## src/rtl/io_pkg.sv

```systemverilog
// Shared widths and output-handshake state encoding for the CPU I/O stage.
package io_pkg;
  localparam int DATA_W     = 32;
  localparam int FIFO_DEPTH = 4;
  localparam int PTR_W      = $clog2(FIFO_DEPTH);

  typedef enum logic {
    OUT_IDLE    = 1'b0,
    OUT_PENDING = 1'b1
  } out_state_e;
endpackage

```

## src/rtl/io_fifo.sv

```systemverilog
// Synchronous FIFO with a combinational zero-on-empty head; push visible after one edge.
// Pushes are dropped when full and pops are ignored when empty.
module io_fifo #(
  parameter int W     = io_pkg::DATA_W,
  parameter int DEPTH = io_pkg::FIFO_DEPTH
) (
  input  logic         clk_i,
  input  logic         rst_i,
  input  logic         push_i,
  input  logic [W-1:0] data_i,
  input  logic         pop_i,
  output logic [W-1:0] head_o,
  output logic         empty_o,
  output logic         full_o
);
  localparam int PW = $clog2(DEPTH);

  logic [W-1:0]  mem_q [DEPTH];
  logic [PW-1:0] wr_ptr_q;
  logic [PW-1:0] rd_ptr_q;
  logic [PW:0]   count_q;
  logic          do_push;
  logic          do_pop;

  // Count carries one extra bit so a full FIFO never aliases to empty.
  assign full_o  = (count_q == (PW+1)'(DEPTH));
  assign empty_o = (count_q == '0);
  assign do_push = push_i && !full_o;
  assign do_pop  = pop_i && !empty_o;
  assign head_o  = empty_o ? '0 : mem_q[rd_ptr_q];

  always_ff @(posedge clk_i) begin
    if (rst_i) begin
      wr_ptr_q <= '0;
      rd_ptr_q <= '0;
      count_q  <= '0;
    end else begin
      if (do_push) wr_ptr_q <= wr_ptr_q + PW'(1);
      if (do_pop)  rd_ptr_q <= rd_ptr_q + PW'(1);
      case ({do_push, do_pop})
        2'b10:   count_q <= count_q + (PW+1)'(1);
        2'b01:   count_q <= count_q - (PW+1)'(1);
        default: count_q <= count_q;
      endcase
    end
  end

  always_ff @(posedge clk_i) begin
    if (!rst_i && do_push) mem_q[wr_ptr_q] <= data_i;
  end
endmodule

```

## src/rtl/io_port_unit.sv

```systemverilog
// CPU I/O stage: buffered input port drained by the bus, output register offered by valid/ready.
// Output word visible one cycle after OutPort_In; a reload while still pending flags out_overrun.
module io_port_unit #(
  parameter int DATA_W     = io_pkg::DATA_W,
  parameter int FIFO_DEPTH = io_pkg::FIFO_DEPTH
) (
  input  logic              Clock,
  input  logic              Reset,
  input  logic [DATA_W-1:0] BusMuxOut,
  input  logic              OutPort_In,
  input  logic              InPort_Out,
  output logic [DATA_W-1:0] InPort_Data,
  output logic              InPort_Empty,
  input  logic [DATA_W-1:0] in_dev_data,
  input  logic              in_dev_valid,
  output logic              in_dev_ready,
  output logic [DATA_W-1:0] out_dev_data,
  output logic              out_dev_valid,
  input  logic              out_dev_ready,
  output logic              out_overrun
);
  import io_pkg::*;

  logic              fifo_full;
  out_state_e        state_q;
  logic [DATA_W-1:0] out_data_q;
  logic              overrun_q;

  io_fifo #(
    .W     (DATA_W),
    .DEPTH (FIFO_DEPTH)
  ) u_in_fifo (
    .clk_i   (Clock),
    .rst_i   (Reset),
    .push_i  (in_dev_valid),
    .data_i  (in_dev_data),
    .pop_i   (InPort_Out),
    .head_o  (InPort_Data),
    .empty_o (InPort_Empty),
    .full_o  (fifo_full)
  );

  assign in_dev_ready  = !fifo_full;
  assign out_dev_data  = out_data_q;
  assign out_dev_valid = (state_q == OUT_PENDING);
  assign out_overrun   = overrun_q;

  always_ff @(posedge Clock) begin
    if (Reset) begin
      state_q    <= OUT_IDLE;
      out_data_q <= '0;
      overrun_q  <= 1'b0;
    end else begin
      case (state_q)
        OUT_IDLE: begin
          if (OutPort_In) begin
            out_data_q <= BusMuxOut;
            state_q    <= OUT_PENDING;
          end
        end
        OUT_PENDING: begin
          // A reload on the acknowledge edge hands off cleanly: old word taken, new one pending.
          if (OutPort_In) begin
            out_data_q <= BusMuxOut;
            if (!out_dev_ready) overrun_q <= 1'b1;
          end else if (out_dev_ready) begin
            state_q <= OUT_IDLE;
          end
        end
        default: state_q <= OUT_IDLE;
      endcase
    end
  end
endmodule

```

## config.mk

```make
export PLATFORM = sky130hd
export DESIGN_NAME = io_port_unit
export DESIGN_NICKNAME = d
export VERILOG_FILES = /design/src/rtl/io_pkg.sv /design/src/rtl/io_fifo.sv /design/src/rtl/io_port_unit.sv
export SDC_FILE = /design/constraint.sdc
export NUM_CORES = 1
export LEC_CHECK = 0
export CAP_MARGIN = 20
export CORE_MARGIN = 8
export CORE_UTILIZATION = 48
export CTS_CLUSTER_SIZE = 30
export DETAILED_ROUTE_END_ITERATION = 16
export PLACE_DENSITY = 0.76
export RECOVER_POWER = 100
export SLEW_MARGIN = 20
export SYNTH_ARGS = -nofsm -noshare
export SYNTH_HDL_FRONTEND = slang
export SYNTH_SLANG_ARGS = --single-unit
```

## constraint.sdc

```tcl
create_clock -name Clock -period 4.5 [get_ports Clock]
set_input_delay 0.675 -clock Clock [delete_from_list [all_inputs] [get_ports Clock]]
set_output_delay 0.675 -clock Clock [all_outputs]
set_load 0.01 [all_outputs]
```

==> flow_summary.ini <==
[die]
starting_density_pct = 49.0
design.core.area_mm2 = 0.0132
floorplan.die.height_um = 132
io-pin-count = 138
die_width_um = 132
die_area_mm2 = 0.0175
floorplan.rows = 42

[setup_path]
cp_cell_sequence = mux4_2, nor2b_1, dlygate4sd3_1
slowest_delay_ns = 1.43
cp.required_ns = 3.83
timing.setup.critical_path_class = flip-flop to output pin
timing.critical_path.fanout_max = 32
end_kind = output pin
crit_path_dat_ns = 3.09
worst_r2r_startpoint = u_in_fifo.count_q[1]$_SDFFE_PP0P_
r2r-end = u_in_fifo.mem_q[1][13]$_DFFE_PP_
critPathSlowestCell = sky130_fd_sc_hd__dfxtp_1
worst_setup_path_start_kind = flip-flop
r2r_slack_ns = 1.32
depth_of_the_most_critical_reg_to_reg_path = 5

[min_path]
worstHoldPathType = flip-flop to flip-flop
end_point_of_the_most_critical_hold_path = out_overrun$_SDFFE_PP0P_
holdPathStages = 2
hold_start = out_overrun$_SDFFE_PP0P_

[cts]
number_of_sinks_handled_by_clock_tree_synthesis = 171
cts_hold_repair.buffers = 0
clkLatencyLatePin_ns = 0.41
tritoncts_clock_tree = yes
cts-resized-gates = 0
cts-root-buf = sky130_fd_sc_hd__clkbuf_16
cts_inserted_buffers = 17
post-cts-setup-buffer-count = 0
clkSlewWorstSetupHoldPaths_ns = 0.06
clock_tree.buffer_depth = 2
h-tree-depth = 4

[synthesis]
yosysTopAreaCell = sky130_fd_sc_hd__edfxtp_1
postSynth.topFlopCell = sky130_fd_sc_hd__edfxtp_1
syn_nets = 442
synth.top_cell.area_share_pct = 59.2
post_synth_num_cell_types = 26
async_reset_ff_share_pct = 0
post_syn_instances = 366
synthesis.area_per_instance_um2 = 17.7
synth-seq-cells = 171
synth_area_mm2 = 0.00649
synth-edff-count = 128
synth_most_common_cell = sky130_fd_sc_hd__edfxtp_1
synth_seq_area_share_pct = 72.5
ys.warnings.count = 0
synth_area_leaders = sky130_fd_sc_hd__edfxtp_1 59%, sky130_fd_sc_hd__dfxtp_1 13%, sky130_fd_sc_hd__mux4_2 11%
yosys-top-cells-count = 128 x sky130_fd_sc_hd__edfxtp_1, 43 x sky130_fd_sc_hd__dfxtp_1, 42 x sky130_fd_sc_hd__nor2_1

[sta]
unrepaired_setup_endpoints_after_global_routing = false
maxSlewHeadroom_pct = -31.8
timing.setup.tns_ns = 0
worst_slack_ns = 0.740
final.setup_skew_ns = 0.0100
finalSetupViolations = 0
slew_violations = 80
min_period_over_period_pct = 83.6
worstMarginPinSlew_ns = 1.98
maxClockFrequency_mhz = 266
min_period_ns = 3.76
hold_viol_final = 0

[power_and_ir_drop]
power_leakage_uw = 0.00312
power.ir.vdd_worst_mv = 0.391
pwr_density_cell_mw_per_mm2 = 512
total_chip_power_uw = 4390

[route]
drt_iter0_drc = 233
drt.antenna.violating_nets = 0
detail_route.drc_violations = 0
route.detailed.vias_per_inst = 5.07
totalWireLength_mm = 13.5
routedWlPerCell_um = 19.1
dr_total_vias = 3566
detail_route.first_pass.iterations = 4

[placement]
place_congestion = 0.676
preCtsSetupSlack_ns = 1.54
place_hpwl_mm = 9.05
portBuffers = 137

[global_routing]
first_global_vias = 3975
antenna_found_initial = 2
pin_count_of_the_biggest_net_entering_global_routing = 47
grt_remaining_overflow = 0
global_route.usage.total_pct = 16.0
grt_pass1_wl_mm = 21.5

[run]
cap_violations = 2

[run_status]
status = finished, violations left
violations_in_the_final_reports = max-capacitance violations, max-slew violations

[final_layout]
area_overhead_of_the_layout_relative_to_synthesis_pct = 32.1
num-fill-cells = 966
fin_util_pct = 64.8
drive_gt1_share_pct = 12.9
num-nets-final = 589
-- critical path, delay by kind of cell, from the launching register on --
family,cells,cell delay [ns]
multiplexers,1,0.44
AND/OR/NAND/NOR,1,0.17
buffers and inverters,1,0.63
flip-flops,1,1.43
-- kinds of logic (layout without fill, tap and decap cells) --
group / count (synthesis) / after routing / synth area share (%)
flops: 171 / 171 / 72.5
simple gates: 87 / 87 / 6.94
mux: 66 / 66 / 16.4
buf+inv: 26 / 186 / 1.93
compound gates: 7 / 7 / 0.578
fa+ha+maj: 6 / 6 / 1.27
xor+xnor: 3 / 3 / 0.405
other cells: 0 / 1 / 0
-- through the flow --
| stage | std cells | hold slack, ns | area [µm²] |
|---|---|---|---|
| after global routing | 703 | 0.516 | 8580 |
| after global placement | 670 | 0.447 | 8080 |
| after detailed placement | 670 | 0.476 | 8080 |
| final | 703 | 0.485 | 8580 |
| after CTS | 702 | 0.492 | 8620 |
| after floorplan | 366 | 0.459 | 6490 |
-- metal layers --
| metal | GRT usage [%] | routed length (µm) | up-vias |
|---|---|---|---|
| met5 | 0 | 13 | - |
| met4 | 4.67 | 165 | 2 |
| met3 | 8.96 | 1450 | 13 |
| met2 | 26.0 | 6450 | 144 |
| met1 | 17.6 | 5380 | 1740 |
| li1 | - | - | 1667 |
-- where the power goes --
part | switching (µW) | internal, µW | total [µW]
sequential | 104 | 1800 | 1910
clock | 545 | 776 | 1320
combinational | 522 | 643 | 1170
-- placed cells by master (no fill, tap or decap), types with 2 or more instances in the layout --
master,count
sky130_fd_sc_hd__a21oi_1,4
sky130_fd_sc_hd__buf_4,3
sky130_fd_sc_hd__clkbuf_1,9
sky130_fd_sc_hd__clkbuf_16,19
sky130_fd_sc_hd__clkbuf_2,5
sky130_fd_sc_hd__clkdlybuf4s50_1,36
sky130_fd_sc_hd__clkinv_2,3
sky130_fd_sc_hd__dfxtp_1,42
sky130_fd_sc_hd__dlygate4sd3_1,100
sky130_fd_sc_hd__edfxtp_1,128
sky130_fd_sc_hd__ha_1,5
sky130_fd_sc_hd__inv_1,7
sky130_fd_sc_hd__inv_4,2
sky130_fd_sc_hd__mux2i_1,33
sky130_fd_sc_hd__mux4_2,32
sky130_fd_sc_hd__nand2b_1,2
sky130_fd_sc_hd__nor2_1,42
sky130_fd_sc_hd__nor2b_1,33
sky130_fd_sc_hd__nor3b_1,4
sky130_fd_sc_hd__o21ai_0,2
sky130_fd_sc_hd__or3_1,2
sky130_fd_sc_hd__xor2_1,3
-- area by class of cell --
| class | count | area [µm²] | share of cell area, % |
|---|---|---|---|
| sequential | 171 | 4710 | 54.9 |
| clock buffer | 26 | 505 | 5.89 |
| antenna | 1 | 2.50 | 0.0292 |
| tap | 176 | 220 | 2.57 |
| clock inverter | 6 | 35.0 | 0.409 |
| inverter | 7 | 26.3 | 0.306 |
| timing repair buffer | 147 | 1420 | 16.5 |
| multi-input combinational | 169 | 1660 | 19.4 |
-- worst max path at each step --
| stage | startpoint | endpoint | slack [ns] |
|---|---|---|---|
| 5_1_grt | flip-flop | InPort_Data[25] | 0.49 |
| 3_5_place_dp | flip-flop | InPort_Data[25] | 1.54 |
| 6_report | flip-flop | InPort_Data[29] | 0.74 |
| 4_1_cts | flip-flop | InPort_Data[5] | 1.07 |
| 3_3_place_gp | flip-flop | InPort_Data[27] | 1.59 |
| 2_1_floorplan | in_dev_valid | u_in_fifo.mem_q[0][0]$_DFFE_PP_ | 0.73 |
-- sequential cells by signal, indices dropped and copies added, names as in the netlist, named ones only --
signal              flops
u_in_fifo.mem_q       128
u_in_fifo.wr_ptr_q      2
u_in_fifo.count_q       3
out_dev_valid           1
u_in_fifo.rd_ptr_q      2
out_overrun             1
out_dev_data           32
Note: power is estimated with default switching activity, not from simulation.
